--- config.mk ---
export PLATFORM = sky130hd
export DESIGN_NAME = fconv_seq
export DESIGN_NICKNAME = d
export VERILOG_FILES = /design/src/rtl/fconv_seq.sv
export SDC_FILE = /design/constraint.sdc
export NUM_CORES = 1
export LEC_CHECK = 0
export BUFFER_PORTS_ARGS = -buffer_cell sky130_fd_sc_hd__buf_2
export CORE_MARGIN = 2
export CORE_UTILIZATION = 56
export CTS_CLUSTER_SIZE = 16
export DETAILED_ROUTE_END_ITERATION = 8
export GPL_TIMING_DRIVEN = 0
export PLACE_DENSITY = 0.74
export SLEW_MARGIN = 5
export SYNTH_ARGS = -nofsm -noshare
export SYNTH_HDL_FRONTEND = slang
export SYNTH_SLANG_ARGS = --single-unit
export TNS_END_PERCENT = 100
--- constraint.sdc ---
create_clock -name clk -period 2 [get_ports clk]
set_input_delay 0.4 -clock clk [delete_from_list [all_inputs] [get_ports clk]]
set_output_delay 0.4 -clock clk [all_outputs]
set_load 0.01 [all_outputs]
--- src/rtl/fconv_seq.sv ---
// fconv_seq: converts a 12-bit two's-complement sample into a small
// sign / 3-bit exponent / 4-bit significand code (value = f * 2^e).
// The magnitude is normalised one shift per cycle, rounded half-up on the
// first dropped bit, and saturated when the exponent no longer fits.
//
// state | meaning
// ------+-----------------------------------------------------------
// IDLE  | waiting for a sample, in_ready high
// ABS   | split sample into sign and unsigned magnitude
// NORM  | shift magnitude left until MSB set or 8 shifts done
// RND   | round, handle carry-out, saturate, register result
// DONE  | result presented, held until the consumer takes it
module fconv_seq #(
  parameter int CNT_W = 8
) (
  input  logic             clk,
  input  logic             rst_n,
  input  logic             in_valid,
  output logic             in_ready,
  input  logic [11:0]      in_data,
  output logic             out_valid,
  input  logic             out_ready,
  output logic             out_s,
  output logic [2:0]       out_e,
  output logic [3:0]       out_f,
  output logic             out_sat,
  output logic             busy,
  output logic [CNT_W-1:0] conv_cnt
);

  typedef enum logic [2:0] {
    IDLE = 3'd0,
    ABS  = 3'd1,
    NORM = 3'd2,
    RND  = 3'd3,
    DONE = 3'd4
  } state_t;

  state_t      state;
  logic [11:0] d_reg;
  logic [11:0] mag;
  logic        s_reg;
  logic [3:0]  k;

  logic [3:0]  e_base;
  logic [4:0]  f5;
  logic [3:0]  f_rnd;
  logic [3:0]  e_rnd;
  logic        sat;

  assign in_ready = (state == IDLE);
  assign busy     = (state != IDLE);

  // Rounding datapath; only consumed while in RND.
  always_comb begin
    e_base = 4'd8 - k;
    f5     = {1'b0, mag[11:8]} + {4'b0000, mag[7]};
    f_rnd  = f5[3:0];
    e_rnd  = e_base;
    // A carry out of the significand renormalises to 1000 with one more exponent step.
    if (f5[4]) begin
      f_rnd = 4'b1000;
      e_rnd = e_base + 4'd1;
    end
    sat = (e_rnd >= 4'd8);
  end

  // Conversion sequencer with registered outputs.
  always_ff @(posedge clk) begin
    if (!rst_n) begin
      state     <= IDLE;
      d_reg     <= '0;
      mag       <= '0;
      s_reg     <= 1'b0;
      k         <= '0;
      out_valid <= 1'b0;
      out_s     <= 1'b0;
      out_e     <= '0;
      out_f     <= '0;
      out_sat   <= 1'b0;
      conv_cnt  <= '0;
    end else begin
      case (state)
        IDLE: begin
          if (in_valid) begin
            d_reg <= in_data;
            state <= ABS;
          end
        end
        ABS: begin
          s_reg <= d_reg[11];
          // -0x800 wraps back to 0x800, which is the correct unsigned magnitude.
          mag   <= d_reg[11] ? (12'd0 - d_reg) : d_reg;
          k     <= '0;
          state <= NORM;
        end
        NORM: begin
          if (mag[11] || (k == 4'd8)) begin
            state <= RND;
          end else begin
            mag <= {mag[10:0], 1'b0};
            k   <= k + 4'd1;
          end
        end
        RND: begin
          out_s     <= s_reg;
          out_valid <= 1'b1;
          if (sat) begin
            out_e   <= 3'd7;
            out_f   <= 4'd15;
            out_sat <= 1'b1;
          end else begin
            out_e   <= e_rnd[2:0];
            out_f   <= f_rnd;
            out_sat <= 1'b0;
          end
          state <= DONE;
        end
        DONE: begin
          if (out_ready) begin
            out_valid <= 1'b0;
            conv_cnt  <= conv_cnt + CNT_W'(1);
            state     <= IDLE;
          end
        end
        default: state <= IDLE;
      endcase
    end
  end

endmodule
==> flow_metrics.env, run 1 <==
export IMPL_viasPerCell=5.44
export IMPL_syn_to_final_growth_pct=15.9
export IMPL_synthFlopType="dfxtp_1"
export IMPL_critPathLaunch="k[0]"
export IMPL_outcome="completed"
export IMPL_r2r_slack_ns=0.11
export IMPL_whs_path_depth=3
export IMPL_die_area_sq_mm=0.00494
export IMPL_grt_pass1_wl_mm=8.94
export IMPL_worstPathArrival_ns=2.11
export IMPL_worstSetupEndpointType="flop"
export IMPL_wl_met2_mm=2.51
export IMPL_synthArstFlopShare_pct=0
export IMPL_holdWs_ns=0.328
export IMPL_drtIter0Drc=108
export IMPL_ys_warn_count=0
export IMPL_grt_util_all_layers_pct=22.5
export IMPL_endpoint="mag[10]"
export IMPL_core_area_sq_mm=0.00429
export IMPL_hp_class="primary input to flop"
export IMPL_dpl_cell_count=376
export IMPL_clockRootBuffer="clkbuf_8"
export IMPL_p_switching_uw=765
export IMPL_clkPwrFrac_pct=28.6
export IMPL_yosys_area_top_type_share_pct=40.7
export IMPL_ys_types=48
export IMPL_rows=24
export IMPL_diodes=0
export IMPL_internal_power_uw=1760
export IMPL_drc_errors=0
export IMPL_fin_util_pct=66.4
export IMPL_grt_max_degree=15
export IMPL_crit_type="flop to flop"
export IMPL_p_total_uw=2520
export IMPL_die_h_um=70.3
export IMPL_setup_violations=0
export IMPL_nets=357
export IMPL_wl_per_cell_um=13.7
export IMPL_cts_made_buffers=5
export IMPL_clock_sinks=50
export IMPL_clk_latency_ns=0.30
export IMPL_hold_viol=0
export IMPL_routabilityCongestion=0.891
export IMPL_regToRegStartpoint="k[0]"
export IMPL_ant_nets=0
export IMPL_place_area_sq_mm=0.00270
export IMPL_synth_area_top_cells="dfxtp_1, nand2_1, xnor2_1"
export IMPL_hold_start="in_data[9]"
export IMPL_met1Wirelength_mm=2.53
export IMPL_wl_met3_um=175
export IMPL_antenna_found_initial=0
export IMPL_period_share_pct=94.7
export IMPL_synth_edff_count=0
export IMPL_clk_pin_slew_ns=0.09
export IMPL_fin_area_sq_mm=0.00285
export IMPL_synthCells=289
export IMPL_drv_cap=0
export IMPL_syn_area_sq_mm=0.00246
export IMPL_synth_nets=313
export IMPL_cts_path_max_buffers=2
export IMPL_drive_above_1_share_pct=19.2
export IMPL_dp_hpwl_mm=3.71
export IMPL_worstReg2RegEnd="mag[10]"
export IMPL_worst_clock_skew_ns=0.00382
export IMPL_synth_top_cell_by_area="dfxtp_1"
export IMPL_p_per_area_mw_per_mm2=884
export IMPL_reg2reg_depth=7
export IMPL_io_pins=36
export IMPL_numPortBuffers=35
export IMPL_grt_ovfl_total=0
export IMPL_syn_area_per_cell_sq_um=8.52
export IMPL_slew_headroom_pct=53.4
export IMPL_switching_share_pct=30.3
export IMPL_finalMaxSlewViolations=0
export IMPL_instances_no_fill=385
export IMPL_peakVddDrop_v=0.000573
export IMPL_wl_mm=5.27
export IMPL_p_leak_uw=0.00117
export IMPL_ys_ff_latch=50
export IMPL_worst_setup_path_start_kind="flop"
export IMPL_vias=2096
export IMPL_min_period_ns=1.89
export IMPL_combPwrFrac_pct=24.4
export IMPL_path_max_fanout=7
export IMPL_highest_layer="met4"
export IMPL_worstMarginPinSlew_ns=0.692
export IMPL_htreeDepth=2
export IMPL_max_freq_ghz=0.528
export IMPL_drt_pass1_iter_count=4
export IMPL_grt_pass1_vias=1959
export IMPL_yosysSeqAreaShare_pct=40.7
export IMPL_required_ns=2.22
export IMPL_cts_tree="yes"
export IMPL_fp_dieW_um=70.3
export IMPL_seq_power_share_pct=46.9
export IMPL_start_util_pct=57.3
[routing by layer]
metal / track usage, % / vias to the layer above
met5: 0 / -
met4: 8.12 / 0
met3: 3.46 / 5
met2: 38.5 / 45
met1: 28.7 / 949
li1: - / 1097
[area by class of cell]
class | count | area [sq um]
fill | 370 | 1440
clock inverter | 1 | 30.0
tap | 52 | 65.1
inverter | 9 | 33.8
clock buffer | 6 | 82.6
sequential | 50 | 1000
buffer | 16 | 75.1
multi-input combinational | 214 | 1380
timing repair buffer | 37 | 190
[Yosys cell counts, types with 3 or more instances]
| master | n |
|---|---|
| a211oi_1 | 3 |
| a21boi_0 | 3 |
| a21oi_1 | 20 |
| a31oi_1 | 9 |
| and2_1 | 4 |
| buf_2 | 6 |
| clkbuf_1 | 8 |
| dfxtp_1 | 50 |
| ha_1 | 8 |
| inv_1 | 9 |
| mux2i_1 | 5 |
| nand2_1 | 40 |
| nand2b_1 | 6 |
| nand3_1 | 8 |
| nand4_1 | 4 |
| nor2_1 | 27 |
| nor3_1 | 5 |
| nor4_1 | 3 |
| o21ai_0 | 12 |
| o221ai_1 | 5 |
| o22ai_1 | 3 |
| xnor2_1 | 12 |
| xor2_1 | 9 |
[cell families (layout without fill, tap and decap cells)]
group / count (synthesis) / in the layout / share of synthesized area, %
buffers and inverters: 25 / 69 / 4.42
XOR/XNOR: 21 / 21 / 7.47
AO/OA/AOI/OAI: 66 / 66 / 18.4
flip-flops: 50 / 50 / 40.7
adder cells (fa/ha/maj): 8 / 8 / 4.07
AND/OR/NAND/NOR: 113 / 113 / 22.5
multiplexers: 6 / 6 / 2.49
[worst min-delay path by stage]
stage,endpoint
finish,d_reg[9]
global placement,out_sat
floorplan,s_reg
detailed placement,out_sat
global route,d_reg[6]
CTS,d_reg[6]
[per-stage QoR]
stage          worst slack, ns  TNS, ns
2_1_floorplan            0.316        0
3_3_place_gp             0.109        0
3_5_place_dp            0.0747        0
4_1_cts                 0.0519        0
5_1_grt                -0.0321  -0.0321
6_report                 0.105        0
[repair_timing]
item,in CTS,in global routing
hold buffers,0,0
buffers inserted,0,2
gates resized for setup,0,3
endpoints found under the setup margin,0,12
[worst max-delay path, stage by stage (launching register included)]
cell	delay, ns
dfxtp_1	0.46
inv_1	0.15
ha_1	0.24
and3b_1	0.23
o31ai_4	0.35
buf_4	0.19
nor2_1	0.04
a211oi_1	0.16
[placed cells by master (no fill, tap or decap), types with 5 or more instances in the layout]
cell type  instances
dfxtp_1           50
buf_2             41
nand2_1           40
nor2_1            27
a21oi_1           20
o21ai_0           12
xnor2_1           11
inv_1              9
xor2_1             9
a31oi_1            9
clkbuf_1           8
ha_1               8
nand3_1            7
nand2b_1           6
clkbuf_8           6
nor3_1             5
mux2i_1            5
o221ai_1           5
[power groups by stage]
stage	sequential, uW	clock (uW)	combinational [uW]
after floorplan	1180	0	446
after global placement	1200	0	569
after detailed placement	1200	0	582
after CTS	1180	737	585
after global routing	1200	771	695
final	1180	722	616
Power figures use the tool's default switching activity.
==> inputs of run 2 (changes only) <==
CORE_UTILIZATION = 35   (was 56)
CTS_BUF_LIST = sky130_fd_sc_hd__clkbuf_8   (was not set)
HOLD_SLACK_MARGIN = 0.06   (was not set)
PLACE_DENSITY = 0.49   (was 0.74)
==> flow_metrics.env, run 2 (synthesized netlist as in run 1, its figures left out) <==
export IMPL_outcome="completed"
export IMPL_clk_latency_ns=0.31
export IMPL_diodes=0
export IMPL_grt_pass1_wl_mm=9.47
export IMPL_final_common_cell="dfxtp_1"
export IMPL_die_area_sq_mm=0.00772
export IMPL_die_h_um=87.9
export IMPL_grt_ovfl_total=0
export IMPL_peakVddDrop_v=0.000291
export IMPL_drt_pass1_iter_count=4
export IMPL_worstSetupEndpointType="flop"
export IMPL_worst_setup_path_start_kind="flop"
export IMPL_grt_pass1_vias=1903
export IMPL_rsz0062_at_grt="true"
export IMPL_period_share_pct=91.0
export IMPL_finalMaxSlewViolations=0
export IMPL_viasPerCell=4.90
export IMPL_syn_to_final_growth_pct=18.5
export IMPL_clk_pin_slew_ns=0.09
export IMPL_p_per_area_mw_per_mm2=868
export IMPL_holdWs_ns=0.323
export IMPL_drtIter0Drc=79
export IMPL_setup_ws_ns=0.180
export IMPL_dp_hpwl_mm=4.15
export IMPL_setup_violations=0
export IMPL_path_max_fanout=8
export IMPL_fp_dieW_um=87.9
export IMPL_min_period_ns=1.82
export IMPL_place_ws_ns=0.0296
export IMPL_final_cell_mix="dfxtp_1, buf_2, nand2_1"
export IMPL_worstPathArrival_ns=2.00
export IMPL_ant_nets=0
export IMPL_start_util_pct=36.2
export IMPL_numPortBuffers=35
export IMPL_antenna_found_initial=0
export IMPL_core_area_sq_mm=0.00679
export IMPL_grt_max_degree=16
export IMPL_io_pins=36
export IMPL_nets=358
export IMPL_grt_util_all_layers_pct=15.7
export IMPL_wl_per_cell_um=13.4
export IMPL_routabilityCongestion=0.858
export IMPL_clockRootBuffer="clkbuf_8"
export IMPL_clock_sinks=50
export IMPL_worstMarginPinSlew_ns=0.634
export IMPL_hp_class="primary input to flop"
export IMPL_drive_above_1_share_pct=20.0
export IMPL_hold_viol=0
export IMPL_cts_tree="yes"
export IMPL_max_freq_ghz=0.549
export IMPL_whs_path_depth=3
export IMPL_cts_path_max_buffers=2
export IMPL_vias=2114
export IMPL_wl_mm=5.77
export IMPL_cts_made_buffers=5
export IMPL_fillers=732
export IMPL_reg2reg_depth=6
export IMPL_worst_clock_skew_ns=0.00765
export IMPL_required_ns=2.18
export IMPL_rows=30
export IMPL_p_leak_uw=0.00118
export IMPL_drv_cap=0
export IMPL_htreeDepth=2
export IMPL_holdBufCountCts=0
export IMPL_crit_type="flop to flop"
export IMPL_drc_errors=0
export IMPL_slew_headroom_pct=57.4
-- run 2: worst paths after layout --
check             slack, ns       start       end
hold reg to reg        0.48       s_reg     s_reg
setup reg to reg       0.18      mag[7]  out_f[1]
setup / recovery       0.18      mag[7]  out_f[1]
hold / removal         0.32  in_data[1]  d_reg[1]
-- run 2: power by group --
part	total (uW)	internal [uW]	switching [uW]
clock network	717	368	349
logic	628	272	355
registers	1190	1090	93.8
-- run 2: layout make-up --
cell class	count	area, sq um	share of cell area (%)
inverter	9	33.8	1.16
tap	96	120	4.12
sequential	50	1000	34.4
buffer	16	75.1	2.57
timing repair buffer	38	198	6.78
multi-input combinational	214	1380	47.2
clock inverter	3	41.3	1.42
clock buffer	5	68.8	2.36
-- run 2: metal layers --
metal / global-route usage (%) / vias to the layer above / share of wire (%)
met5: 0 / - / 0
met4: 5.03 / 0 / 1.4
met3: 3.39 / 6 / 3.9
met2: 24.8 / 48 / 45
met1: 21.3 / 954 / 50
li1: - / 1106 / -
-- run 2: critical path, cell delays in order, from the launching register on --
cell and delay [ns]:
dfxtp_1 0.38, ha_1 0.19, ha_2 0.23, nand3_2 0.16, o41ai_4 0.36, xnor2_2 0.23
a31oi_1 0.13
-- run 2: through the flow --
| step | total power, uW | TNS, ns | instance area [sq um] | cells | util, % |
|---|---|---|---|---|---|
| after floorplan | 1630 | 0 | 2460 | 289 | - |
| after global placement | 1790 | 0 | 2760 | 420 | 40.6 |
| after detailed placement | 1800 | 0 | 2760 | 420 | 40.6 |
| after CTS | 2520 | 0 | 2870 | 428 | 42.2 |
| after global routing | 2690 | -0.00156 | 2920 | 431 | 42.9 |
| final | 2530 | 0 | 2920 | 431 | 42.9 |
-- run 2: what timing repair did --
item                                    in CTS  in global routing
setup buffers                                0                  3
endpoints found under the hold margin        0                  0
gates resized for setup                      0                  5
endpoints found under the setup margin       0                 19
==> inputs of run 3 (changes only) <==
CELL_PAD_IN_SITES_DETAIL_PLACEMENT = 0   (was not set)
CELL_PAD_IN_SITES_GLOBAL_PLACEMENT = 1   (was not set)
PLACE_DENSITY = 0.63   (was 0.49)
==> flow_metrics.env, run 3 (synthesized netlist as in run 1, its figures left out) <==
export IMPL_antenna_found_initial=0
export IMPL_grt_pass1_wl_mm=9.50
export IMPL_diodes=0
export IMPL_worstSetupEndpointType="flop"
export IMPL_grtUsageMet2_pct=25.0
export IMPL_crit_type="flop to flop"
export IMPL_start_util_pct=36.2
export IMPL_clockRootBuffer="clkbuf_8"
export IMPL_top_usage_layer="met2"
export IMPL_clock_sinks=50
export IMPL_final_common_cell="dfxtp_1"
export IMPL_holdPathEnd="d_reg[10]"
export IMPL_drtIter0Drc=80
export IMPL_dp_hpwl_mm=4.15
export IMPL_nets=356
export IMPL_slew_headroom_pct=56.4
export IMPL_setup_violations=0
export IMPL_hold_start="in_data[10]"
export IMPL_die_h_um=87.9
export IMPL_finalMaxSlewViolations=0
export IMPL_fillers=722
export IMPL_drive_above_1_share_pct=19.5
export IMPL_viasPerCell=4.93
export IMPL_fp_dieW_um=87.9
export IMPL_drt_pass1_iter_count=6
export IMPL_grt_use_met1_pct=21.3
export IMPL_peakVddDrop_v=0.000312
export IMPL_grt_pass1_vias=1890
export IMPL_r2r_slack_ns=0.14
export IMPL_wl_per_cell_um=13.5
export IMPL_worst_clock_skew_ns=0.0125
export IMPL_numPortBuffers=35
export IMPL_tns_ns=0
export IMPL_p_total_uw=2480
export IMPL_hp_class="primary input to flop"
export IMPL_holdBufCountCts=0
export IMPL_reg2reg_depth=6
export IMPL_final_cell_mix="dfxtp_1, buf_2, nand2_1"
export IMPL_worstMarginPinSlew_ns=0.648
export IMPL_hold_viol=0
export IMPL_htreeDepth=2
export IMPL_required_ns=2.19
export IMPL_drv_cap=0
export IMPL_core_area_sq_mm=0.00679
export IMPL_drc_errors=0
export IMPL_syn_to_final_growth_pct=18.8
export IMPL_grt_max_degree=16
export IMPL_cts_made_buffers=5
export IMPL_outcome="completed"
export IMPL_worstPathArrival_ns=2.05
export IMPL_cts_tree="yes"
export IMPL_wl_mm=5.81
export IMPL_clk_pin_slew_ns=0.10
export IMPL_ant_nets=0
export IMPL_period_share_pct=92.8
export IMPL_path_max_fanout=8
export IMPL_regToRegStartpoint="k[0]"
export IMPL_grt_util_all_layers_pct=15.7
export IMPL_routabilityCongestion=0.772
export IMPL_p_per_area_mw_per_mm2=849
export IMPL_globalRouteMet3Util_pct=3.49
export IMPL_cts_path_max_buffers=2
export IMPL_io_pins=36
export IMPL_die_area_sq_mm=0.00772
export IMPL_vias=2117
export IMPL_min_period_ns=1.86
export IMPL_grt_ovfl_total=0
export IMPL_rsz0062_at_grt="false"
export IMPL_p_leak_uw=0.00117
export IMPL_clk_latency_ns=0.31
export IMPL_whs_path_depth=3
export IMPL_max_freq_ghz=0.539
export IMPL_worst_setup_path_start_kind="flop"
export IMPL_worstReg2RegEnd="out_f[0]"
export IMPL_rows=30
run 3: how the worst max path moves through the flow:
| stage | from | cells after the start | slack (ns) | to |
|---|---|---|---|---|
| 6_report | k[0] | 6 | 0.14 | out_f[0] |
| 5_1_grt | mag[7] | 6 | 0.02 | out_f[2] |
| 4_1_cts | mag[7] | 6 | 0.001 | out_f[0] |
| 3_5_place_dp | mag[7] | 6 | 0.01 | out_f[0] |
| 2_1_floorplan | mag[7] | 6 | 0.32 | out_e[0] |
| 3_3_place_gp | mag[7] | 6 | 0.05 | out_f[0] |
run 3: area by class of cell:
type                            instances  area, sq um  share of cell area, %
Buffer                                 16         75.1                   2.57
Clock buffer                            7         96.3                   3.29
Clock inverter                          1         8.76                  0.300
Inverter                                9         33.8                   1.16
Multi-Input combinational cell        214         1410                   48.1
Sequential cell                        50         1000                   34.2
Tap cell                               96          120                   4.11
Timing Repair Buffer                   36          183                   6.25
run 3: stage by stage:
| stage | util, % | setup slack, ns | area, sq um | hold slack [ns] | instances |
|---|---|---|---|---|---|
| floorplan | - | 0.316 | 2460 | 0.436 | 289 |
| global placement | 40.6 | 0.0482 | 2760 | 0.449 | 420 |
| detailed placement | 40.6 | 0.0130 | 2760 | 0.452 | 420 |
| CTS | 42.1 | 0.00135 | 2860 | 0.306 | 428 |
| global route | 43.0 | 0.0171 | 2920 | 0.322 | 429 |
| finish | 43.0 | 0.144 | 2920 | 0.313 | 429 |
run 3: report_power, final:
group	leakage [uW]	switching (uW)	internal, uW
Combinational	0.000704	352	265
Sequential	0.000407	99.3	1090
Clock	0.0000544	356	318
run 3: worst max-delay path: stages (launching register included):
cell and delay [ns]:
dfxtp_1 0.45, inv_1 0.14, ha_1 0.29, inv_1 0.09, o41ai_4 0.45, xnor2_4 0.21, a31oi_1 0.11
run 3: repair_timing:
item,CTS,global route
gates resized for setup,0,7
setup endpoints to repair,0,11
setup buffers,0,1
run 3: per-layer routing:
layer,up-vias,part of all wire (%)
met5,-,0
met4,0,1.0
met3,5,4.2
met2,53,45
met1,956,49
li1,1103,-
